### src/rtl/dcmi_fifo_ring.sv
// -----------------------------------------------------------------------------
// dcmi_fifo_ring
//
// DEPTH-entry, DW-bit ring buffer between the DCMI pixel packer (write side)
// and the DMA/bus master (read side). It is the parametrised successor to the
// two-entry DCMI ping-pong buffer and uses the same req/rdy handshake on both
// sides. It also reports the fill level, an almost-full watermark and sticky
// overflow/underflow flags for the DMA scheduler.
//
// Parameters
//   DW        data width in bits (1..64)
//   DEPTH     number of entries, power of two (2..64)
//   AFULL_TH  afull asserts when level >= AFULL_TH (1..DEPTH)
//   AW        pointer width, derived from DEPTH (not overridable)
//
// Ports
//   clk       single clock, rising edge
//   rst       asynchronous, active-high reset
//   block_en  block enable; low clears pointers, level and flags on the next edge
//   wr_rdy    out: a free entry is available
//   wr_req    in : write request
//   wr_data   in : write data
//   rd_rdy    out: a filled entry is available
//   rd_req    in : read request
//   rd_data   out: entry at the read pointer, zero while empty
//   level     out: number of filled entries, 0..DEPTH
//   afull     out: level >= AFULL_TH
//   ovf       out: sticky, set by wr_req while wr_rdy=0
//   udf       out: sticky, set by rd_req while rd_rdy=0
// -----------------------------------------------------------------------------
module dcmi_fifo_ring #(
  parameter  int DW       = 32,
  parameter  int DEPTH    = 4,
  parameter  int AFULL_TH = DEPTH - 1,
  localparam int AW       = $clog2(DEPTH)
) (
  input  logic          clk,
  input  logic          rst,
  input  logic          block_en,
  output logic          wr_rdy,
  input  logic          wr_req,
  input  logic [DW-1:0] wr_data,
  output logic          rd_rdy,
  input  logic          rd_req,
  output logic [DW-1:0] rd_data,
  output logic [AW:0]   level,
  output logic          afull,
  output logic          ovf,
  output logic          udf
);

  // Elaboration-time parameter legality checks.
  if (DW < 1 || DW > 64) begin : g_bad_dw
    $error("dcmi_fifo_ring: DW must be in 1..64");
  end
  if (DEPTH < 2 || DEPTH > 64 || (DEPTH & (DEPTH - 1)) != 0) begin : g_bad_depth
    $error("dcmi_fifo_ring: DEPTH must be a power of two in 2..64");
  end
  if (AFULL_TH < 1 || AFULL_TH > DEPTH) begin : g_bad_th
    $error("dcmi_fifo_ring: AFULL_TH must be in 1..DEPTH");
  end

  localparam logic [AW:0]   LVL_ONE  = (AW+1)'(1);
  localparam logic [AW:0]   LVL_FULL = (AW+1)'(DEPTH);
  localparam logic [AW:0]   LVL_AFTH = (AW+1)'(AFULL_TH);
  localparam logic [AW-1:0] PTR_ONE  = AW'(1);

  logic [DW-1:0] r_mem [DEPTH];
  logic [AW-1:0] r_wptr;
  logic [AW-1:0] r_rptr;
  logic [AW:0]   r_level;
  logic          r_ovf;
  logic          r_udf;

  logic w_wr_rdy;
  logic w_rd_rdy;
  logic w_wr_vld;
  logic w_rd_vld;

  // Ready flags come only from the registered level, so req never feeds rdy
  // combinationally. Full + both requests therefore accepts only the read,
  // and empty + both requests accepts only the write (no fall-through).
  assign w_wr_rdy = (r_level != LVL_FULL);
  assign w_rd_rdy = (r_level != '0);
  assign w_wr_vld = wr_req & w_wr_rdy;
  assign w_rd_vld = rd_req & w_rd_rdy;

  // Control state: pointers, level and sticky flags. block_en=0 behaves like a
  // synchronous version of rst and overrides all traffic.
  always_ff @(posedge clk or posedge rst) begin
    if (rst) begin
      r_wptr  <= '0;
      r_rptr  <= '0;
      r_level <= '0;
      r_ovf   <= 1'b0;
      r_udf   <= 1'b0;
    end else if (!block_en) begin
      r_wptr  <= '0;
      r_rptr  <= '0;
      r_level <= '0;
      r_ovf   <= 1'b0;
      r_udf   <= 1'b0;
    end else begin
      // Pointers wrap naturally at DEPTH because DEPTH == 2**AW.
      if (w_wr_vld) begin
        r_wptr <= r_wptr + PTR_ONE;
      end
      if (w_rd_vld) begin
        r_rptr <= r_rptr + PTR_ONE;
      end
      unique case ({w_wr_vld, w_rd_vld})
        2'b10:   r_level <= r_level + LVL_ONE;
        2'b01:   r_level <= r_level - LVL_ONE;
        default: r_level <= r_level;
      endcase
      if (wr_req && !w_wr_rdy) begin
        r_ovf <= 1'b1;
      end
      if (rd_req && !w_rd_rdy) begin
        r_udf <= 1'b1;
      end
    end
  end

  // Storage has no reset. A write presented while rst is held can land in
  // entry 0, but the pointers stay at zero, so the first accepted write after
  // reset overwrites that entry before rd_rdy can rise.
  always_ff @(posedge clk) begin
    if (block_en && w_wr_vld) begin
      r_mem[r_wptr] <= wr_data;
    end
  end

  assign wr_rdy  = w_wr_rdy;
  assign rd_rdy  = w_rd_rdy;
  // Gating hides stale or uninitialised storage while the ring is empty.
  assign rd_data = w_rd_rdy ? r_mem[r_rptr] : '0;
  assign level   = r_level;
  assign afull   = (r_level >= LVL_AFTH);
  assign ovf     = r_ovf;
  assign udf     = r_udf;

endmodule
### config.mk
export PLATFORM = sky130hd
export DESIGN_NAME = dcmi_fifo_ring
export DESIGN_NICKNAME = d
export VERILOG_FILES = /design/src/rtl/dcmi_fifo_ring.sv
export SDC_FILE = /design/constraint.sdc
export NUM_CORES = 1
export LEC_CHECK = 0
export BUFFER_PORTS_ARGS = -buffer_cell sky130_fd_sc_hd__buf_2
export CORE_ASPECT_RATIO = 1.25
export CORE_UTILIZATION = 57
export CTS_CLUSTER_SIZE = 25
export DETAILED_ROUTE_END_ITERATION = 7
export GPL_ROUTABILITY_DRIVEN = 0
export PLACE_DENSITY = 0.79
export SLEW_MARGIN = 0
export SYNTH_ARGS = -nofsm -noshare
export SYNTH_HDL_FRONTEND = slang
export SYNTH_SLANG_ARGS = --single-unit
### constraint.sdc
create_clock -name clk -period 3.4 [get_ports clk]
set_input_delay 0 -clock clk [delete_from_list [all_inputs] [get_ports clk]]
set_output_delay 0 -clock clk [all_outputs]
set_load 0.03 [all_outputs]
# Word-level counts from Yosys, hierarchy flattened

Memories as Yosys holds them, arrays and structs flattened.
Cells that the tools add are included.

Memories: 1
RAM bits: 128
Register bits after elaboration: 9
Bits in read-only memories: 0
Bits in latches: 0
Input bits: 37
Logic and storage cells: 40

Div/mod/pow operators: 0
$lt $le $gt $ge: 1
$mul: 0
Bitwise logic cells: 2
Muxes and demuxes: 13
Add/sub/neg operators: 4
Shift-type cells: 0
Reduce and logical (&&, ||, !) cells: 6
Eq/ne operators: 8

Memories:

| memory | words | width | read ports | clocked after memory_dff | wr ports | line | text |
|---|---|---|---|---|---|---|---|
| r_mem  | 4     | 32    | 1          | 0                        | 1        | 68   | `logic [DW-1:0] r_mem [DEPTH];` |

Operators by type and width:

| cell                                                  | count |
|---|---|
| two-way mux 32 bit                                    | 1 |
| two-way mux 2 bit                                     | 4 |
| inequality test 2 x 1 -> 1 bit, second input constant | 4 |
| two-way mux 1 bit                                     | 6 |
| case mux 3 bit (2 select lines)                       | 1 |
| adder 2 x 1 -> 2 bit, second input constant           | 2 |
| adder 3 x 1 -> 3 bit, second input constant           | 1 |
| >= comparator 3 x 2 -> 1 bit, second input constant   | 1 |
| logical AND 1 bit                                     | 3 |
| two-way mux 3 bit                                     | 1 |
| inequality test 3 x 1 -> 1 bit, second input constant | 1 |
| inequality test 3 bit, second input constant          | 1 |
| nonzero test 3 bit                                    | 1 |
| subtractor 3 x 1 -> 3 bit, second input constant      | 1 |
| AND 1 bit                                             | 2 |
| equality test 2 x 1 -> 1 bit, second input constant   | 1 |
| equality test 2 bit, second input constant            | 1 |
| logical NOT 1 bit                                     | 2 |

# Depth between registers and ports, before layout

Word-level depth: 5
Mapped depth: 7
Mapped depth without buffers: 6

# Worst setup path before layout

OpenSTA, ideal clock, no wires.

Path kind: reg2reg
Start point: reg r_level[0] (netlist: level[0])
End point: mem r_mem[0][0] (enable)
Data arrival time: 2.660 ns
Data required time: 2.979 ns
Path slack: 0.319 ns
Clock period less this slack: 3.081 ns
Cell stages (with the launch flop): 6
Library setup time: 0.421 ns
Buffers on the path: 1
Path through: dfrtp_1 -> buf_4 -> nor3b_2 -> inv_1 -> nand3_1 -> nor2_1

Cells in the longest elaborated chain, start to end: 5

RTL lines:

| element                                 | line | text |
|---|---|---|
| start: declaration                      | 71   | `logic [AW:0] r_level;` |
| start signal: assignment                | 112  | `2'b10: r_level <= r_level + LVL_ONE;` |
| start signal: assignment                | 113  | `2'b01: r_level <= r_level - LVL_ONE;` |
| start signal: assignment                | 114  | `default: r_level <= r_level;` |
| inequality test 3 bit                   | 83   | `assign w_wr_rdy = (r_level != LVL_FULL);` |
| net wr_rdy                              | 40   | `output logic wr_rdy,` |
| AND 1 bit                               | 85   | `assign w_wr_vld = wr_req & w_wr_rdy;` |
| logical AND 1 bit                       | 129  | `if (block_en && w_wr_vld) begin` |
| two-way mux 1 bit                       | 129  |  |
| two-way mux 1 bit (not written as such) | 130  | `r_mem[r_wptr] <= wr_data;` |
| end: declaration                        | 68   |  |

The timed path passes the listed nets, and every way through them passes these cells.

# Worst setup path after layout

Start point: reg r_rptr[0]
End point: out rd_data[18]

Cells in the longest elaborated chain, start to end: 2

RTL lines:

| element                  | line | text |
|---|---|---|
| start: declaration       | 70   | `logic [AW-1:0] r_rptr;` |
| start signal: assignment | 109  | `r_rptr <= r_rptr + PTR_ONE;` |
| memory (4 x 32 bit)      | -    |  |
| two-way mux 32 bit       | 137  | `assign rd_data = w_rd_rdy ? r_mem[r_rptr] : '0;` |
| end: declaration         | 45   | `output logic [DW-1:0] rd_data,` |

No other way between the ends.

==> results summary <==
The run finished with clean final reports. The final route contains 2937 vias. The first detailed-routing pass ran for 4 iterations. Gates resized during post-CTS repair numbered 0. The slowest stage of the critical path is the sky130_fd_sc_hd__dfrtp_2 cell. The number of placement rows is 39.

Static timing analysis puts the maximum clock frequency at 402 MHz. The floorplan die width is 90.1 µm. The power per standard cell area is 670 nW/µm². The post-route core utilization came out at 76.0%. Yosys mapped the design onto 35 distinct sky130hd cell types. The total negative setup slack is 0 ns. Setup repair after global routing left no endpoint under its margin. The initial antenna violation count is 0. The storage element area came out at 4070 µm². The average wire length per cell after detail routing came out at 19.0 µm. After floorplanning, the core was sized to cover 9270 µm². The number of nets handed over by synthesis was 323. By startpoint and endpoint, the worst setup path is classified as flop to primary output. The buffer count from post-CTS setup fixing is 0.

The residual overflow from global routing came out at 0. The number of vias per cell came out at 5.45. The total inserted antenna cells came out at 0. For this block, the routed nets add up to 10300 µm of wire. The worst path uses 73.1% of the clock period. The startpoint type of the worst setup path is a flop.

At the pin with the least slew margin, the transition time is 1.09 ns. The count of final hold-check violations was 0. The estimated wirelength of the detail-placed design came out at 5690 µm. The worst path needs 2.49 ns of the cycle, external delays included. The all-layer global routing usage came out at 22.2%.

The count of boundary I/O pins is 77. The number of fillers in the final layout came out at 546. The longest clock path from root to sink contains 2 buffers. The count of buffers inserted at the top-level ports came out at 76.

The relative slew slack came out at 26.8%. The stage delay of the slowest cell on the critical path is 0.81 ns. The max-slew violation count is 0.

The quantity of hold-fixing buffers added after cts came out at 36. The post-synthesis instance total came out at 281. The number of clock buffers added by TritonCTS is 17. Leaving out fill and tap cells, the most frequent cell in the layout is sky130_fd_sc_hd__edfxtp_1.

The number of global-route vias before repair came out at 3132. The synthesized area is 5530 µm². The number of setup violations in the final report is 0. The primary flip-flop cell chosen by synthesis mapping is sky130_fd_sc_hd__edfxtp_1. CTS placed an instance of sky130_fd_sc_hd__clkbuf_16 at the clock tree root. The critical path buffer and inverter count came out at 2. VDD sags by at most 561 µV. Walking the worst path, the cells encountered are buf_4 > mux4_2 > nor2b_1 > buf_2. The clock-pin slew of the registers on the worst-case setup and hold paths came out at 0.05 ns. The final net count came out at 445. The die height is 112 µm. The post-synthesis register bit count came out at 137. The die covers 10100 µm². Clock latency on the worst-skew pair, taken at its later pin, is 0.41 ns.

The worst-case clock skew is 0.00374 ns. Yosys mapped a number of flops with a built-in enable equal to 128. The count of synthesis-stage warnings from yosys came out at 0. In the layout the commonest cells are sky130_fd_sc_hd__edfxtp_1 (128), sky130_fd_sc_hd__buf_2 (76), sky130_fd_sc_hd__dlygate4sd3_1 (36). In this run the remaining antenna-violating nets after routing total 0. After detailed placement, the total cell area comes to 6030 µm². The initial cell density of the core came out at 59.6%.

The first global-routing pass estimated 16200 µm of wire. Cells with a size suffix above 1 make up 36.1% of the layout. After routing the design area is 7050 µm².

Summing the sequential cell areas from Yosys gives 73.6% of the chip area. The worst hold path belongs to the class input port to asynchronous set/reset pin. Along the worst path, the maximum fanout reaches 21. For this run, design rule violations remaining after detail routing come to 0. The total of max-cap violations came out at 0.

The required time at the worst-slack endpoint came out at 3.40 ns. From synthesis to final layout, the design area changed by 27.4%. The critical path data arrival time is 2.49 ns. The count of routing violations after the opening detailed-route iteration is 170. The endpoint kind of the worst setup timing path is a primary output.

The async set or reset register ratio after synthesis is 6.57%. The area of combinational cells with multiple inputs came out at 1330 µm². TritonCTS built the clock tree. The average cell area after synthesis came out at 19.7 µm².

The maximum number of pins on one net before global-route repair is 34. The leakage dissipation is 2.56 nW. The clock sink count is 137. The level count of the clock H-tree came out at 4.

The cell family with the largest share of critical-path delay is flip-flops.
tightest hold or removal path, cell delays in order:
cell,delay [ns]
sky130_fd_sc_hd__dlygate4sd3_1,0.54
sky130_fd_sc_hd__buf_2,0.12
sky130_fd_sc_hd__inv_1,0.28
stage by stage:
stage,cells,power (mW),hold WS (ns),worst slack [ns]
finish,539,4.72,0.125,0.913
global route,539,4.87,0.151,0.716
CTS,539,4.75,0.0969,0.833
detailed placement,471,2.71,-0.0168,1.15
global placement,471,2.70,-0.0274,1.23
floorplan,281,2.52,-0.172,0.319
flip-flops by register name, summed over array words and instances, names as in the netlist:
register	cells
r_mem	128
r_rptr	2
ovf	1
level	3
udf	1
r_wptr	2
power by group:
| part | internal [mW] | switching (mW) |
|---|---|---|
| clock | 1.36 | 0.647 |
| combinational | 0.305 | 0.429 |
| sequential | 1.91 | 0.0678 |
final timing paths:
path	from	end	slack [ns]	cells after the start
hold reg to reg	udf	udf	0.50	2
setup / recovery	r_rptr[0]	rd_data[18]	0.91	4
setup reg to reg	level[0]	level[2]	1.14	5
hold / removal	rst	udf	0.12	3
max in group asynchronous	rst	r_rptr[0]	2.99	3
min in group clk	wr_data[15]	r_mem[2][15]	0.34	2
logic make-up after synthesis:
| logic type | count (synthesis) | synth area share [%] |
|---|---|---|
| DFF | 137 | 73.6 |
| xor gates and xnor gates | 3 | 0.475 |
| muxes | 33 | 13.4 |
| buffers and inverters | 28 | 3.10 |
| and+or+nand+nor | 56 | 6.00 |
| adders and majority gates | 5 | 1.27 |
| AOI/OAI and AO/OA | 19 | 2.22 |
metal layers:
layer	wire length (µm)	track usage [%]	vias up
met1	4090	25.6	1492
met2	5640	39.0	77
met5	0	0	-
li1	-	-	1349
met3	333	5.96	19
met4	200	9.78	0
synthesized netlist by cell type, drive strengths merged (4+ instances only):
cell type  number  area share (%)
a21oi           5            0.45
and2b           8             1.1
buf            12             2.0
clkbuf          4            0.27
dfrtp           9             4.1
edfxtp        128              70
ha              4            0.91
inv            12            0.81
mux4           32              13
nand3           6            0.54
nor2           12            0.81
nor2b          24             2.7
o21ai           4            0.36
final cells by class:
| class | instances | share of cell area, % |
|---|---|---|
| repair buffers | 119 | 11.3 |
| clock inverters | 14 | 3.23 |
| inverters | 12 | 0.639 |
| multi-input cells | 116 | 18.8 |
| clock buffers | 18 | 6.09 |
| well taps | 123 | 2.18 |
| flip-flops and latches | 137 | 57.8 |
Power figures use the tool's default switching activity.
